[config.mk]
export PLATFORM = sky130hd
export DESIGN_NAME = digit_serial_adder
export DESIGN_NICKNAME = d
export VERILOG_FILES = /design/src/rtl/digit_serial_adder.sv
export SDC_FILE = /design/constraint.sdc
export NUM_CORES = 1
export LEC_CHECK = 0
export CAP_MARGIN = 25
export CORE_UTILIZATION = 40
export DETAILED_ROUTE_END_ITERATION = 8
export PLACE_DENSITY = 0.72
export SYNTH_ARGS = -nofsm -noshare
export SYNTH_HDL_FRONTEND = slang
export SYNTH_SLANG_ARGS = --single-unit
[constraint.sdc]
create_clock -name clk -period 1.8 [get_ports clk]
set_input_delay 0.27 -clock clk [delete_from_list [all_inputs] [get_ports clk]]
set_output_delay 0.27 -clock clk [all_outputs]
set_load 0.1 [all_outputs]
[src/rtl/digit_serial_adder.sv]
// rtl/digit_serial_adder.sv - LSB-first 2-bit digit-serial adder with single-entry output register
module digit_serial_adder #(
  parameter int MAX_DIGITS = 8
) (
  input  logic       clk,
  input  logic       reset,
  input  logic       in_valid,
  output logic       in_ready,
  input  logic [1:0] in_lhs,
  input  logic [1:0] in_rhs,
  input  logic       in_cin,
  input  logic       in_last,
  output logic       out_valid,
  input  logic       out_ready,
  output logic [1:0] out_sum,
  output logic       out_cout,
  output logic       out_last,
  output logic [3:0] out_index,
  output logic       out_err
);

  localparam logic [0:0] FIRST = 1'b0;
  localparam logic [0:0] CHAIN = 1'b1;
  localparam logic [3:0] LAST_IDX = 4'(MAX_DIGITS - 1);

  logic [0:0] state;
  logic       carry;
  logic [3:0] count;
  logic       accept;
  logic       cin_eff;
  logic       forced;
  logic       done;
  logic [2:0] digit_sum;

  // in_ready depends only on registered state and out_ready, never on in_valid
  assign in_ready  = !out_valid || out_ready;
  assign accept    = in_valid && in_ready;
  assign cin_eff   = (state == CHAIN) ? carry : in_cin;
  assign digit_sum = {1'b0, in_lhs} + {1'b0, in_rhs} + {2'b00, cin_eff};
  // an operand that reaches the last slot without in_last is cut short there
  assign forced    = !in_last && (count == LAST_IDX);
  assign done      = in_last || forced;

  always_ff @(posedge clk) begin
    if (reset) begin
      state     <= FIRST;
      carry     <= 1'b0;
      count     <= 4'd0;
      out_valid <= 1'b0;
      out_sum   <= 2'd0;
      out_cout  <= 1'b0;
      out_last  <= 1'b0;
      out_index <= 4'd0;
      out_err   <= 1'b0;
    end else if (accept) begin
      out_valid <= 1'b1;
      out_sum   <= digit_sum[1:0];
      out_cout  <= digit_sum[2];
      out_last  <= done;
      out_err   <= forced;
      out_index <= count;
      if (done) begin
        state <= FIRST;
        carry <= 1'b0;
        count <= 4'd0;
      end else begin
        state <= CHAIN;
        carry <= digit_sum[2];
        count <= count + 4'd1;
      end
    end else if (out_valid && out_ready) begin
      out_valid <= 1'b0;
    end
  end

endmodule

# ---- Word level (Yosys, flattened, before mapping)
# Cells that the tools add are included.
dict set report word_totals {
  ff_bits 16
  word_cells 27
  input_bits 10
}
dict set report classes {
  n_eq_ne 1
  reduce_logical 8
  addsub 3
  n_mux 6
}
# cell count
set op_table {}
lappend op_table {{$mux W1} 5}
lappend op_table {{$add A4 B1 Y4 const B} 1}
lappend op_table {{$eq A4 B3 Y1 const B} 1}
lappend op_table {{$mux W4} 1}
lappend op_table {{$add A2 B2 Y3} 1}
lappend op_table {{$add A3 B1 Y3} 1}
lappend op_table {{$logic_and A1 B1 Y1} 3}
lappend op_table {{$logic_not A1 Y1} 2}
lappend op_table {{$logic_or A1 B1 Y1} 2}
lappend op_table {{$reduce_bool A2 Y1} 1}

# ---- Longest topological paths before layout
dict set report logic_depth {
  depth_word 4
  ltp_mapped 7
  depth_no_buf 5
}

# ---- Worst setup path before layout
# No wires, ideal clock.
dict set report synth_timing {
  path_kind {flip-flop to flip-flop}
  from {register out_valid}
  to {register out_cout}
  setup_slack_ns -0.726
  t_arrival_ns 2.441
  stages_incl_launch_ff 7
  path_buffers 2
  cell_sequence {dfxtp_1 nor2b_2 inv_1 and2_1 clkbuf_1 buf_6 a211oi_1}
}
dict set report synth_via {
  elab_chain_len 3
}
# item line
set synth_rtl {}
lappend synth_rtl {{start: declaration} 13} ;# output logic out_valid,
lappend synth_rtl {{start signal: assignment} 49} ;# out_valid <= 1'b0;
lappend synth_rtl {{start signal: assignment} 56} ;# out_valid <= 1'b1;
lappend synth_rtl {{start signal: assignment} 72} ;# out_valid <= 1'b0;
lappend synth_rtl {{$logic_not A1 Y1} 36} ;# assign in_ready = !out_valid || out_ready;
lappend synth_rtl {{$logic_or A1 B1 Y1} 36}
lappend synth_rtl {{named net in_ready} 8} ;# output logic in_ready,
lappend synth_rtl {{$logic_and A1 B1 Y1} 37} ;# assign accept = in_valid && in_ready;
lappend synth_rtl {{end signal: assignment} 58} ;# out_cout <= digit_sum[2];
lappend synth_rtl {{end: declaration} 16} ;# output logic out_cout,
# The timed path passes the listed nets, and every way through them passes these cells.
# A chain may end at the register's enable or synchronous reset.

# ---- Worst setup path after layout
dict set report layout_timing {
  from {input port in_cin}
  to {register carry}
}
dict set report layout_via {
  elab_chain_len 3
}
# item line
set layout_rtl {}
lappend layout_rtl {{start: declaration} 11} ;# input logic in_cin,
lappend layout_rtl {{$mux W1} 38} ;# assign cin_eff = (state == CHAIN) ? carry : in_cin;
lappend layout_rtl {{$add A3 B1 Y3} 39} ;# assign digit_sum = {1'b0, in_lhs} + {1'b0, in_rhs} + {2'b00, cin_eff};
lappend layout_rtl {{$mux W1} 62} ;# if (done) begin
lappend layout_rtl {{end signal: assignment} 68} ;# carry <= digit_sum[2];
lappend layout_rtl {{end: declaration} 27} ;# logic carry;
# Every way passes these cells.

==> impl_metrics.json <==
{
  "status": "complete, no violations",
  "synthArstFlopShare": 0,
  "p_leak_nw": 0.418,
  "antenna_found_initial": 0,
  "areaGrowthSynthToFinish_pct": 42.8,
  "cts_tree": "yes",
  "yosysTopAreaCellShare": 0.456,
  "tightestPinTransition_ns": 0.567,
  "swShare": 0.321,
  "drive_gt1_frac": 0.294,
  "synth_cell_types": 23,
  "drt.antenna.violating_nets": 0,
  "core_area_um2": 1580,
  "setup.worst_path.end_class": "register",
  "wirelength_mm": 1.46,
  "period_share": 0.975,
  "synth_top_family_by_area": "simple AND/OR/NAND/NOR gates",
  "vdd_ir_drop_max_uv": 725,
  "hold_viol": 0,
  "seqPwrFrac": 0.453,
  "cts_max_level": 1,
  "cp_max_fo": 2,
  "vias": 649,
  "max_freq_mhz": 570,
  "drt_iter0_markers": 7,
  "grt_overflow_total": 0,
  "synth-simple-area-share": 0.248,
  "powerDensity_nw_per_um2": 828,
  "max_slew_margin": 0.622,
  "reg2reg_to": "carry$_SDFFE_PP0P_",
  "period_needed_ns": 1.75,
  "synth_edf_count": 0,
  "port-buffer-count": 20,
  "yosys-top-cells-count": "dfxtp_1, nand2_1, nor2_1, a21oi_1, inv_1",
  "maxSlewViolCount": 0,
  "row_count": 14,
  "vias_per_cell": 5.19,
  "synth_top_cell_by_area": "dfxtp_1",
  "cts_buffer_depth": 2,
  "fin_skew_ns": 0.00893,
  "crit_type": "primary input to register",
  "rsz0062_at_grt": "no",
  "gr-usage-all-layers": 0.189,
  "initial_core_util": 0.445,
  "setup_viol": 0,
  "cpMaxStageDelayCell": "clkdlybuf4s50_1",
  "io_pins": 21,
  "synth-compound-area-share": 0.128,
  "cp-start-kind": "primary input",
  "synthMuxAreaShare": 0.0285,
  "synth_fa_ha_area_frac": 0.0749,
  "antennaDiodeCount": 0,
  "drc_errors": 0,
  "fin_ws_ns": 0.0456,
  "p_clk_frac": 0.293,
  "chipHeight_um": 43.9,
  "wl_per_cell_um": 11.7,
  "cpMostUsedCell": "fa_2",
  "min_path_type": "register to register",
  "pwr-share-comb": 0.253,
  "grt_pass1_wl_mm": 2.64,
  "cts_sinks": 16,
  "r2r_slack_ns": 0.09,
  "dpl.hpwl_mm": 1.05,
  "slowest_delay_ns": 0.46,
  "dr.pass1.iters": 6,
  "grt_start_max_net_pins": 17,
  "hp-start": "out_index[0]$_SDFFE_PP0P_",
  "r2r_start": "state$_SDFFE_PP0P_",
  "dieWidth_um": 43.9,
  "cp.required_ns": 2.04,
  "holdPathEnd": "out_index[0]$_SDFFE_PP0P_",
  "synth_xor_area_frac": 0,
  "numCtsBuffers": 3,
  "fin_nets": 123,
  "first_global_vias": 652,
  "die-area_um2": 1930,
  "synth-seq-area-share": 0.456,
  "cap_violations": 0,
  "yosysWarnings": 0,
  "avgSynthCellArea_um2": 8.36,
  "syn_inst": 84,
  "synth.cell_area_um2": 702,
  "cts_root_buf": "clkbuf_4",
  "preCtsSetupSlack_ns": -0.407,
  "gp_congestion": 0.766,
  "synth_nets": 97,
  "final_design_area_no_fill_um2": 1000,
  "dpl_cell_area_um2": 953,
  "synth.area.top_cells": "dfxtp_1, nand2_1, a21oi_1",
  "cp_cell_sequence": "clkdlybuf4s50_1 > mux2i_1 > fa_2 > fa_2 > or3_4 > a21oi_2",
  "path_buf_inv": 1,
  "crit_family": "adder cells",
  "p_sw_mw": 0.267,
  "filler_cell_count": 156,
  "total_power_mw": 0.830,
  "p_int_mw": 0.564,
  "clock_latency_ns": 0.30,
  "path_clk_slew_ns": 0.10,
  "reg2regPathDepth": 5,
  "min_path_cells": 2,
  "ys_seq_elements": 16,
  "yosys_most_used_dff": "dfxtp_1",
  "arrival_ns": 2.00
}
state kept, by name, indices dropped and copies added, names as in the netlist:
signal and count:
count 4, out_index 4, out_sum 2, carry 1
out_cout 1, out_err 1, out_last 1, out_valid 1
state 1
per-layer routing:
metal  wire length, um  track usage
met1               656        0.209
met2               715        0.316
met3                48       0.0500
met4                41        0.127
met5                 0            0
final cells by class:
type                       instances  area (um^2)  area share
sequential                        16          324       0.323
clock buffer                       4         36.3      0.0362
inverter                           5         22.5      0.0225
multi-input combinational         58          367       0.366
timing repair buffer              26          233       0.232
tap                               16         20.0      0.0200
power by group through the flow:
stage / clock network, mW / registers [mW] / logic [mW]
detailed placement: 0 / 0.385 / 0.207
global placement: 0 / 0.384 / 0.206
CTS: 0.254 / 0.377 / 0.209
finish: 0.244 / 0.376 / 0.210
global route: 0.264 / 0.379 / 0.223
floorplan: 0 / 0.459 / 0.0720
how the worst max path moves through the flow:
stage	startpoint	end	slack, ns	cells past startpoint
after floorplan	out_valid$_SDFFE_PP0P_	out_last$_SDFFE_PP0P_	-0.23	7
after global placement	in_lhs[0]	carry$_SDFFE_PP0P_	-0.36	6
after detailed placement	in_lhs[0]	carry$_SDFFE_PP0P_	-0.41	6
after CTS	in_lhs[0]	carry$_SDFFE_PP0P_	0.03	6
after global routing	in_lhs[0]	carry$_SDFFE_PP0P_	0.008	6
final	in_cin	carry$_SDFFE_PP0P_	0.05	6
logic make-up (layout without fill, tap and decap cells):
group           count (synthesis)  after routing
simple gates                   38             38
flops                          16             16
compound gates                 15             15
buf+inv                        10             35
fa+ha+maj                       3              3
mux                             2              2
cells in the final DEF, fill, tap and decap left out, drive strengths merged:
master         netlist  layout
nor2b                1       1
buf                  1      17
a2bb2oi              1       1
nand3                3       3
o21ai                1       1
clkinvlp             0       1
nand2               16      16
and3b                1       1
clkbuf               4       4
nand3b               1       1
clkdlybuf4s50        0       8
nor3                 1       1
nor2                11      11
fa                   2       2
or3                  1       1
dfxtp               16      16
dlymetal6s2s         0       1
ha                   1       1
a21oi               10      10
mux2i                2       2
nor4b                1       1
and2                 1       1
or2                  1       1
inv                  5       4
a211oi               3       3
metrics by stage:
stage	hold slack [ns]	instances	TNS, ns	utilization
finish	0.460	125	0	0.636
global route	0.484	125	0	0.636
CTS	0.463	125	0	0.629
detailed placement	0.450	121	-0.779	0.605
global placement	0.445	121	-0.701	0.605
floorplan	0.389	84	-2.44	-
worst min-delay path: cells and delay by family, from the launching register on:
kind             cells  cell delay [ns]
AO/OA/AOI/OAI        1             0.05
AND/OR/NAND/NOR      1             0.05
flip-flops           1             0.32
repair_timing:
| action | CTS | global route |
|---|---|---|
| gates resized for setup | 1 | 4 |
| hold endpoints to repair | 0 | 0 |
| setup buffers | 0 | 0 |
| hold buffers | 0 | 0 |
| pin swaps | 1 | 3 |
| setup endpoints to repair | 1 | 1 |
(Power assumes the default switching activity.)
